--- src/rtl/seven_seg_pkg.sv ---
// Shared types, glyph table and decode helpers for the seven-segment receive path.
// Declarations only; no timing or flow control of its own.
package seven_seg_pkg;

  localparam logic [6:0] BLANK = 7'b1111111;

  // Active-low gfedcba patterns; the first entry below is index 15 (F), the last is index 0.
  localparam logic [15:0][6:0] GLYPH_TABLE = {
    7'b0001110,
    7'b0000110,
    7'b0100001,
    7'b1000110,
    7'b0000011,
    7'b0001000,
    7'b0011000,
    7'b0000000,
    7'b1111000,
    7'b0000010,
    7'b0010010,
    7'b0011001,
    7'b0110000,
    7'b0100100,
    7'b1111001,
    7'b1000000
  };

  typedef enum logic [1:0] {
    WAIT  = 2'd0,
    COUNT = 2'd1,
    HELD  = 2'd2
  } state_t;

  typedef struct packed {
    logic [3:0] an;
    logic [6:0] seg;
    logic       dp;
  } sample_t;

  localparam sample_t BLANK_SAMPLE = '{an: 4'hF, seg: BLANK, dp: 1'b1};

  function automatic logic [4:0] glyph_decode(input logic [6:0] seg);
    logic [4:0] r;
    r = '0;
    for (int i = 0; i < 16; i++) begin
      if (seg == GLYPH_TABLE[i]) r = {1'b1, 4'(i)};
    end
    return r;
  endfunction

  function automatic logic [2:0] low_count(input logic [3:0] an);
    logic [2:0] n;
    n = '0;
    for (int i = 0; i < 4; i++) begin
      n = n + {2'b00, ~an[i]};
    end
    return n;
  endfunction

endpackage

--- src/rtl/seven_seg_glyph_decode.sv ---
// Combinational 7-segment pattern to hex nibble lookup; hit=0 when the pattern is not a hex glyph.
// Zero latency, no flow control.
module seven_seg_glyph_decode
  import seven_seg_pkg::*;
(
  input  logic [6:0] seg,
  output logic       hit,
  output logic [3:0] nibble
);

  assign {hit, nibble} = glyph_decode(seg);

endmodule

--- src/rtl/seven_seg_decoder.sv ---
// Rebuilds a 4-digit hex value from multiplexed active-low strobes; outputs follow input by STABLE_CYCLES+1 clks.
// No backpressure: every sample is consumed. SEVEN_SEG_DECODER_DP_EN adds dp_in/dp_out.
module seven_seg_decoder
  import seven_seg_pkg::*;
#(
  parameter int STABLE_CYCLES  = 1,
  parameter int TIMEOUT_CYCLES = 1024,
  parameter int AGE_W          = 11
) (
  input  logic        clk,
  input  logic        reset_n,
  input  logic [3:0]  an_in,
  input  logic [6:0]  seg_in,
`ifdef SEVEN_SEG_DECODER_DP_EN
  input  logic        dp_in,
  output logic [3:0]  dp_out,
`endif
  output logic [15:0] digits_out,
  output logic [3:0]  digit_valid,
  output logic [3:0]  digit_err,
  output logic        frame_done,
  output logic        an_illegal
);

  localparam int RUN_W = (STABLE_CYCLES > 1) ? $clog2(STABLE_CYCLES + 1) : 1;
  localparam logic [RUN_W-1:0] RUN_LAST = RUN_W'(STABLE_CYCLES - 1);
  localparam logic [RUN_W-1:0] RUN_FULL = RUN_W'(STABLE_CYCLES);
  localparam logic [AGE_W-1:0] AGE_MAX  = AGE_W'(TIMEOUT_CYCLES);
  localparam logic [AGE_W-1:0] AGE_LAST = AGE_W'(TIMEOUT_CYCLES - 1);

  sample_t              in_smp;
  sample_t              s_smp;
  sample_t              prev_smp;
  state_t               state;
  state_t               state_nxt;
  logic [RUN_W-1:0]     run;
  logic [RUN_W-1:0]     run_nxt;
  logic                 cap;
  logic                 restart;
  logic                 legal;
  logic                 same;
  logic [2:0]           lows;
  logic [3:0]           cap_oh;
  logic [3:0]           mask;
  logic [3:0]           mask_all;
  logic                 hit;
  logic [3:0]           nib;
  logic [3:0][AGE_W-1:0] age;
  logic                 dp_raw;

`ifdef SEVEN_SEG_DECODER_DP_EN
  assign dp_raw = dp_in;
`else
  assign dp_raw = 1'b1;
`endif

  assign in_smp = {an_in, seg_in, dp_raw};

  always_ff @(posedge clk or negedge reset_n) begin
    if (!reset_n) begin
      s_smp    <= BLANK_SAMPLE;
      prev_smp <= BLANK_SAMPLE;
      state    <= WAIT;
      run      <= '0;
    end else begin
      s_smp    <= in_smp;
      prev_smp <= s_smp;
      state    <= state_nxt;
      run      <= run_nxt;
    end
  end

  assign lows  = low_count(s_smp.an);
  assign legal = (lows == 3'd1);
  assign same  = (s_smp == prev_smp);

  // A run counts consecutive identical legal samples; capture fires once, when it reaches STABLE_CYCLES.
  always_comb begin
    state_nxt = state;
    run_nxt   = run;
    cap       = 1'b0;
    restart   = 1'b0;
    case (state)
      WAIT: begin
        restart = legal;
      end
      COUNT: begin
        if (!legal) begin
          state_nxt = WAIT;
          run_nxt   = '0;
        end else if (!same) begin
          restart = 1'b1;
        end else if (run == RUN_LAST) begin
          run_nxt   = RUN_FULL;
          cap       = 1'b1;
          state_nxt = HELD;
        end else begin
          run_nxt = run + RUN_W'(1);
        end
      end
      HELD: begin
        if (!legal) begin
          state_nxt = WAIT;
          run_nxt   = '0;
        end else begin
          restart = !same;
        end
      end
      default: begin
        state_nxt = WAIT;
        run_nxt   = '0;
      end
    endcase
    if (restart) begin
      run_nxt = RUN_W'(1);
      if (STABLE_CYCLES <= 1) begin
        cap       = 1'b1;
        state_nxt = HELD;
      end else begin
        state_nxt = COUNT;
      end
    end
  end

  seven_seg_glyph_decode u_glyph (
    .seg    (s_smp.seg),
    .hit    (hit),
    .nibble (nib)
  );

  assign cap_oh   = cap ? ~s_smp.an : 4'b0000;
  assign mask_all = mask | cap_oh;

  // Timeout clears valid only; a capture on the timeout edge takes priority.
  always_ff @(posedge clk or negedge reset_n) begin
    if (!reset_n) begin
      digits_out  <= '0;
      digit_valid <= '0;
      digit_err   <= '0;
      age         <= '0;
    end else begin
      for (int i = 0; i < 4; i++) begin
        if (cap_oh[i]) begin
          if (hit) begin
            digits_out[4*i +: 4] <= nib;
            digit_valid[i]       <= 1'b1;
            digit_err[i]         <= 1'b0;
          end else begin
            digit_valid[i] <= 1'b0;
            digit_err[i]   <= 1'b1;
          end
          age[i] <= '0;
        end else if (age[i] != AGE_MAX) begin
          age[i] <= age[i] + AGE_W'(1);
          if (age[i] == AGE_LAST) digit_valid[i] <= 1'b0;
        end
      end
    end
  end

  always_ff @(posedge clk or negedge reset_n) begin
    if (!reset_n) begin
      mask       <= '0;
      frame_done <= 1'b0;
      an_illegal <= 1'b0;
    end else begin
      an_illegal <= (lows > 3'd1);
      if (cap && (mask_all == 4'hF)) begin
        frame_done <= 1'b1;
        mask       <= '0;
      end else begin
        frame_done <= 1'b0;
        mask       <= mask_all;
      end
    end
  end

`ifdef SEVEN_SEG_DECODER_DP_EN
  always_ff @(posedge clk or negedge reset_n) begin
    if (!reset_n) begin
      dp_out <= '0;
    end else begin
      for (int i = 0; i < 4; i++) begin
        if (cap_oh[i]) dp_out[i] <= ~s_smp.dp;
      end
    end
  end
`endif

endmodule

--- config.mk ---
export PLATFORM = sky130hd
export DESIGN_NAME = seven_seg_decoder
export DESIGN_NICKNAME = d
export VERILOG_FILES = /design/src/rtl/seven_seg_pkg.sv /design/src/rtl/seven_seg_glyph_decode.sv /design/src/rtl/seven_seg_decoder.sv
export SDC_FILE = /design/constraint.sdc
export NUM_CORES = 1
export LEC_CHECK = 0
export ABC_CLOCK_PERIOD_IN_PS = 6900
export BUFFER_PORTS_ARGS = -buffer_cell sky130_fd_sc_hd__buf_2
export CAP_MARGIN = 20
export CORE_MARGIN = 2
export CORE_UTILIZATION = 60
export CTS_BUF_LIST = sky130_fd_sc_hd__clkbuf_16
export DETAILED_ROUTE_END_ITERATION = 8
export HOLD_SLACK_MARGIN = 0.03
export PLACE_DENSITY_LB_ADDON = 0.1
export SLEW_MARGIN = 20
export SYNTH_ARGS = -nofsm -noshare
export SYNTH_HDL_FRONTEND = slang
export SYNTH_SLANG_ARGS = --single-unit
--- constraint.sdc ---
create_clock -name clk -period 6.9 [get_ports clk]
set_input_delay 0.345 -clock clk [delete_from_list [all_inputs] [get_ports clk]]
set_output_delay 0.345 -clock clk [all_outputs]
set_load 0.05 [all_outputs]
== Yosys cells after proc, flatten, opt, wreduce, memory -nomap -nowiden ==
Cells that the tools add are included.

* Input port bits: 13
* Output and inout bits: 26
* Register bits after elaboration: 99

* Equality and inequality tests: 32
* Reductions and logical operators: 22
* Order comparisons: 1
* $add $sub $neg: 8
* Bitwise gates (word level): 6
* Muxes and demuxes: 62

{| class="wikitable"
|+ Operator list
! cell !! count
|-
| $mux 11 || 8
|-
| $mux 5 || 16
|-
| $add 11x1->11 const B || 4
|-
| $eq 11x10->1 const B || 4
|-
| $ne 11x11->1 const B || 4
|-
| $eq 7x7->1 const B || 4
|-
| $mux 1 || 28
|-
| $eq 7x5->1 const B || 3
|-
| $eq 7x6->1 const B || 3
|-
| $reduce_and 2->1 || 8
|-
| $reduce_bool 2->1 || 8
|-
| $eq 7x2->1 const B || 2
|-
| $eq 7x4->1 const B || 2
|-
| $eq 11x11->1 || 1
|-
| $mux 2 || 5
|-
| $mux 4 || 2
|-
| $ne 4x4->1 const B || 2
|-
| $eq 7x3->1 const B || 1
|-
| $logic_not 7->1 || 1
|-
| $pmux 1 s3 || 2
|-
| $pmux 2 s3 || 1
|-
| $eq 4x4->1 const B || 1
|-
| $not 1->1 || 4
|-
| $not 4->4 || 1
|-
| other kinds (16) || 16
|}

== Longest topological paths before layout ==
* Word-level depth: 19
* Gate-level depth with buffers: 10
* Gate-level depth less buffers: 9

== Cells and area by module ==
A second synthesis with hierarchy kept.

* Cell total of the unflattened synthesis: 419
* Area total of the unflattened synthesis: 4615.7 um^2

{| class="wikitable"
|+ Modules (own cells, without submodules)
! module !! cells each !! seq. area each (um^2) !! area each (um^2) !! times used
|-
| seven_seg_decoder || 368 || 2454.9 || 4289.1 || 1
|-
| seven_seg_glyph_decode || 51 || 0.0 || 326.6 || 1
|}

== Worst setup path after synthesis ==
OpenSTA, ideal clock, no wires.

* Path kind: register -> register
* From: reg s_smp[9] in the netlist's numbering
* To: reg age[10] in the netlist's numbering
* Clock period less this slack: 2840 ps
* Stages on the path, launching flop included: 11
* Data required time: 6768 ps
* Data arrival time: 2708 ps
* Path slack: 4060 ps
* Cells stage by stage: dfstp_2 > fa_1 > inv_1 > ha_1 > inv_1 > ha_1 > nor3b_1 > o21ai_4 > nor2_1 > clkbuf_1 > nor2_1

* Cells in the longest elaborated chain, start to end: 10
* Elaborated cells on any way between the ends: 18
* Those cells by class: add/sub (3); eq/ne (2); mux (10); bitwise (1); reduce/logical (2)

{| class="wikitable"
|+ RTL lines
! element !! line !! source
|-
| from (decl) || seven_seg_decoder.sv:32 || <nowiki>sample_t s_smp;</nowiki>
|-
| from (signal assigned) || seven_seg_decoder.sv:66 || <nowiki>s_smp <= in_smp;</nowiki>
|-
| $not 1->1 || seven_seg_pkg.sv:54 || <nowiki>n = n + {2'b00, ~an[i]};</nowiki>
|-
| $add 1x1->2 || seven_seg_pkg.sv:54 ||
|-
| $add 2x1->3 || seven_seg_pkg.sv:54 ||
|-
| $add 3x1->3 || seven_seg_pkg.sv:54 ||
|-
| $eq 3x1->1 || seven_seg_decoder.sv:74 || <nowiki>assign legal = (lows == 3'd1);</nowiki>
|-
| $mux 1 (on tied branches) || seven_seg_decoder.sv:102, seven_seg_decoder.sv:88 ||
|-
| $pmux 1 s3 or $mux 1 (tied branches) || seven_seg_decoder.sv:83 || <nowiki>case (state)</nowiki>
|-
| $mux 1 (*) || seven_seg_decoder.sv:114 || <nowiki>if (restart) begin</nowiki>
|-
| $mux 4 (*) || seven_seg_decoder.sv:131 || <nowiki>assign cap_oh = cap ? ~s_smp.an : 4'b0000;</nowiki>
|-
| $mux 11 or $reduce_bool 2->1 (tied branches) || n/a ||
|-
| to (signal, indexed assignment) || seven_seg_decoder.sv:154 || <nowiki>age[i] <= age[i] + AGE_W'(1);</nowiki>
|-
| to (decl) || seven_seg_decoder.sv:48 || <nowiki>logic [3:0][AGE_W-1:0] age;</nowiki>
|}

Mark *: on every way between the ends. The rest lies on a longest branch, timed or not.
A chain may end at the register's enable or synchronous reset.

== Final worst setup path ==
* From: reg s_smp[9] in the netlist's numbering
* To: reg digit_err[2]

* Cells in the longest elaborated chain, start to end: 9
* Elaborated cells on any way between the ends: 16
* Those cells by class: add/sub (3); eq/ne (2); mux (9); bitwise (1); reduce/logical (1)

{| class="wikitable"
|+ RTL lines
! element !! line !! source
|-
| $not 1->1 || seven_seg_pkg.sv:54 ||
|-
| $add 1x1->2 || seven_seg_pkg.sv:54 ||
|-
| $add 2x1->3 || seven_seg_pkg.sv:54 ||
|-
| $add 3x1->3 || seven_seg_pkg.sv:54 ||
|-
| $eq 3x1->1 || seven_seg_decoder.sv:74 ||
|-
| $mux 1 (on tied branches) || seven_seg_decoder.sv:102, seven_seg_decoder.sv:88 ||
|-
| $pmux 1 s3 or $mux 1 (tied branches) || seven_seg_decoder.sv:83 ||
|-
| $mux 1 (*) || seven_seg_decoder.sv:114 ||
|-
| $mux 4 (*) || seven_seg_decoder.sv:131 ||
|-
| to (signal assigned) || seven_seg_decoder.sv:139 || <nowiki>digit_err <= '0;</nowiki>
|-
| to (signal, indexed assignment) || seven_seg_decoder.sv:147 || <nowiki>digit_err[i] <= 1'b0;</nowiki>
|-
| to (signal, indexed assignment) || seven_seg_decoder.sv:150 || <nowiki>digit_err[i] <= 1'b1;</nowiki>
|-
| to (decl) || seven_seg_decoder.sv:20 || <nowiki>output logic [3:0] digit_err,</nowiki>
|}

Marked as above.

==> results.toml <==
[sta]
drv_slew = 0
worst_pin_slew_ps = 959
setup_violations = 0
holdWs_ps = 98.8
tns_ps = 0
fmax_ghz = 0.275
skew_ps = 7.47
slew_headroom_pct = 35.8
fin_crit_ps = 3630
finalCritPeriodShare_pct = 52.6
final_hold_viol_count = 0
rsz0062_at_grt = "false"

[global_route]
grt_pass1_wl_mm = 14.3
grtUsageTotal_pct = 21.5
grt-busiest-layer = "met2"
met1_usage_pct = 30.3
antenna_found_initial = 0
use_met3_pct = 4.85
grt_max_degree = 71
grtUsageMet2_pct = 33.8
grt_overflow = 0
grt_pass1_vias = 3096

[synth]
yosys_most_used_dff = "dfrtp_1"
synthTopCellsByArea = "dfrtp_1 41%, dfstp_2 13%, nor2_1 6.0%"
synthTopCellsByCount = "75 x dfrtp_1, 74 x nor2_1, 31 x xor2_1"
synth_edf_count = 0
netlist.area_leader.share_pct = 40.6
synthCells = 420
yosys_warnings = 0
post-synth-top-count-cell = "dfrtp_1"
syn_avg_cell_area_um2 = 11.0
synth_nets = 445
ys_ff_latch = 97
ys_seq_area_share_pct = 53.1
ys_types = 49
synth_largest_area_cell = "dfrtp_1"
postSynth.asyncResetShare_pct = 100
syn_area_mm2 = 0.00462

[detailed_routing]
drc = 0
dr.pass1.iters = 4
vias = 3057
avgViaCountPerCell = 5.40
ant_nets = 0
wl_mm = 8.23
wl_per_cell_um = 14.5
drtIter0Drc = 100

[clock_network]
path_clk_slew_ps = 70
post_cts_resized = 0
cts_root_buf = "clkbuf_16"
tritoncts = "built"
clk_latency_ps = 340
cts_made_buffers = 9
cts_max_path_buffers = 2
h-tree-depth = 3
clock_sinks = 97
hold_buffers = 1
cts_setup_buffers = 0

[power_and_ir_drop]
p_total_mw = 1.88
leakage_nw = 2.42
cellPowerDensity_mw_per_mm2 = 358
ir_drop_mv = 0.206

[floorplanning]
die_y_um = 91.8
fp.coreArea_mm2 = 0.00761
core.rowCount = 32
initial_core_util_pct = 60.8
chipWidth_um = 91.8
num_io_pins = 39
die-area_mm2 = 0.00842

[critical_path]
critPathKind = "flip-flop to flip-flop"
worstPathRequired_ps = 7120
critPathCaptureType = "flip-flop"
cp_max_fo = 19
crit_arrival_ps = 3850
r2r_setup_slack_ps = 3270
worst_setup_path_start_kind = "flip-flop"

[cells_and_area]
syn_to_final_growth_pct = 13.5
fin_util_pct = 69.0
fillers = 590
drive_above_1_share_pct = 20.9
num_antenna_cells = 0
fin_nets = 484

[hold_path]
hold_class = "primary input to flip-flop"

[placed_design]
hpwl_mm = 5.58
port_buffers = 38
gp_congestion = 0.804

[flow_run]
max_cap_violations = 0

[status]
status = "finished clean"
state kept, by name, indices dropped and copies added (netlist names):
name	count
mask	4
frame_done	1
an_illegal	1
run	1
age	44
digit_err	4
prev_smp	11
s_smp	11
digit_valid	4
digits_out	16
power breakdown:
group	internal [mW]	switching, mW	total [mW]	leakage [nW]
clock network	0.391	0.211	0.602	0.176
logic	0.169	0.308	0.477	1.03
registers	0.692	0.108	0.799	1.21
per-layer routing:
layer  part of all wire, %  vias to the layer above
met4                  0.81                        0
met5                     0                        -
met3                   3.4                        6
met2                    47                       43
li1                      -                     1509
met1                    49                     1499
path summary, 6_finish.rpt:
path | startpoint | endpoint | cells past startpoint
setup / recovery | s_smp[9]$_DFF_PN1_ | digit_err[2]$_DFFE_PN0P_ | 9
hold / removal | seg_in[0] | s_smp[1]$_DFF_PN1_ | 1
setup reg to reg | s_smp[9]$_DFF_PN1_ | digit_err[2]$_DFFE_PN0P_ | 9
hold reg to reg | s_smp[11]$_DFF_PN1_ | prev_smp[11]$_DFF_PN1_ | 0
max in group asynchronous | reset_n | age[31]$_DFFE_PN0P_ | 3
min in group asynchronous | reset_n | age[9]$_DFFE_PN0P_ | 2
logic make-up (layout without fill, tap and decap cells):
group | after synthesis | count (layout) | share of synthesized area (%)
and+or+nand+nor | 175 | 175 | 20.3
DFF | 97 | 97 | 53.1
xor gates and xnor gates | 55 | 55 | 10.4
AOI/OAI and AO/OA | 36 | 36 | 5.71
buffers and inverters | 29 | 73 | 3.14
muxes | 16 | 16 | 3.90
adders and majority gates | 12 | 12 | 3.41
worst max-delay path, stage by stage, from the launching register on:
cell	delay, ps
dfstp_2	640
fa_1	440
inv_1	60
ha_1	160
inv_1	50
ha_1	270
nor3b_1	400
o21ai_4	290
nor2_1	800
mux2_2	410
cell usage in the layout (no fill, tap or decap), types with 3 or more instances in the layout:
master	netlist	final
bufinv_16	0	4
o21bai_1	4	4
o31ai_1	10	10
dfstp_2	22	22
nand4b_1	3	3
nand4_1	7	7
dfrtp_1	75	75
xnor2_1	24	24
nor2_1	74	74
o21ai_0	4	4
nor3_4	4	4
ha_1	11	11
nor3b_1	3	3
inv_1	17	17
clkbuf_16	0	9
xor2_1	31	31
and3_1	10	10
nand2_1	22	22
buf_2	2	37
mux2_2	4	4
nand2b_1	6	6
a21oi_1	7	7
nor4_1	7	7
nor3_1	5	5
nand3_1	19	19
mux2_1	12	12
a2bb2oi_1	4	4
cell type report:
type | count | area, um^2 | share of cell area [%]
Multi-Input combinational cell | 294 | 2020 | 38.6
Tap cell | 102 | 128 | 2.43
Timing Repair Buffer | 40 | 210 | 4.01
Clock inverter | 7 | 141 | 2.69
Sequential cell | 97 | 2450 | 46.8
Clock buffer | 9 | 225 | 4.29
Inverter | 17 | 63.8 | 1.22
per-stage QoR:
stage                     setup slack, ps  instances  area (um^2)
after floorplan                      4060        420         4620
after global placement               3390        549         4870
after detailed placement             3210        549         4870
after CTS                            3250        566         5250
after global routing                 3020        566         5250
final                                3270        566         5250
(Power assumes the default switching activity.)
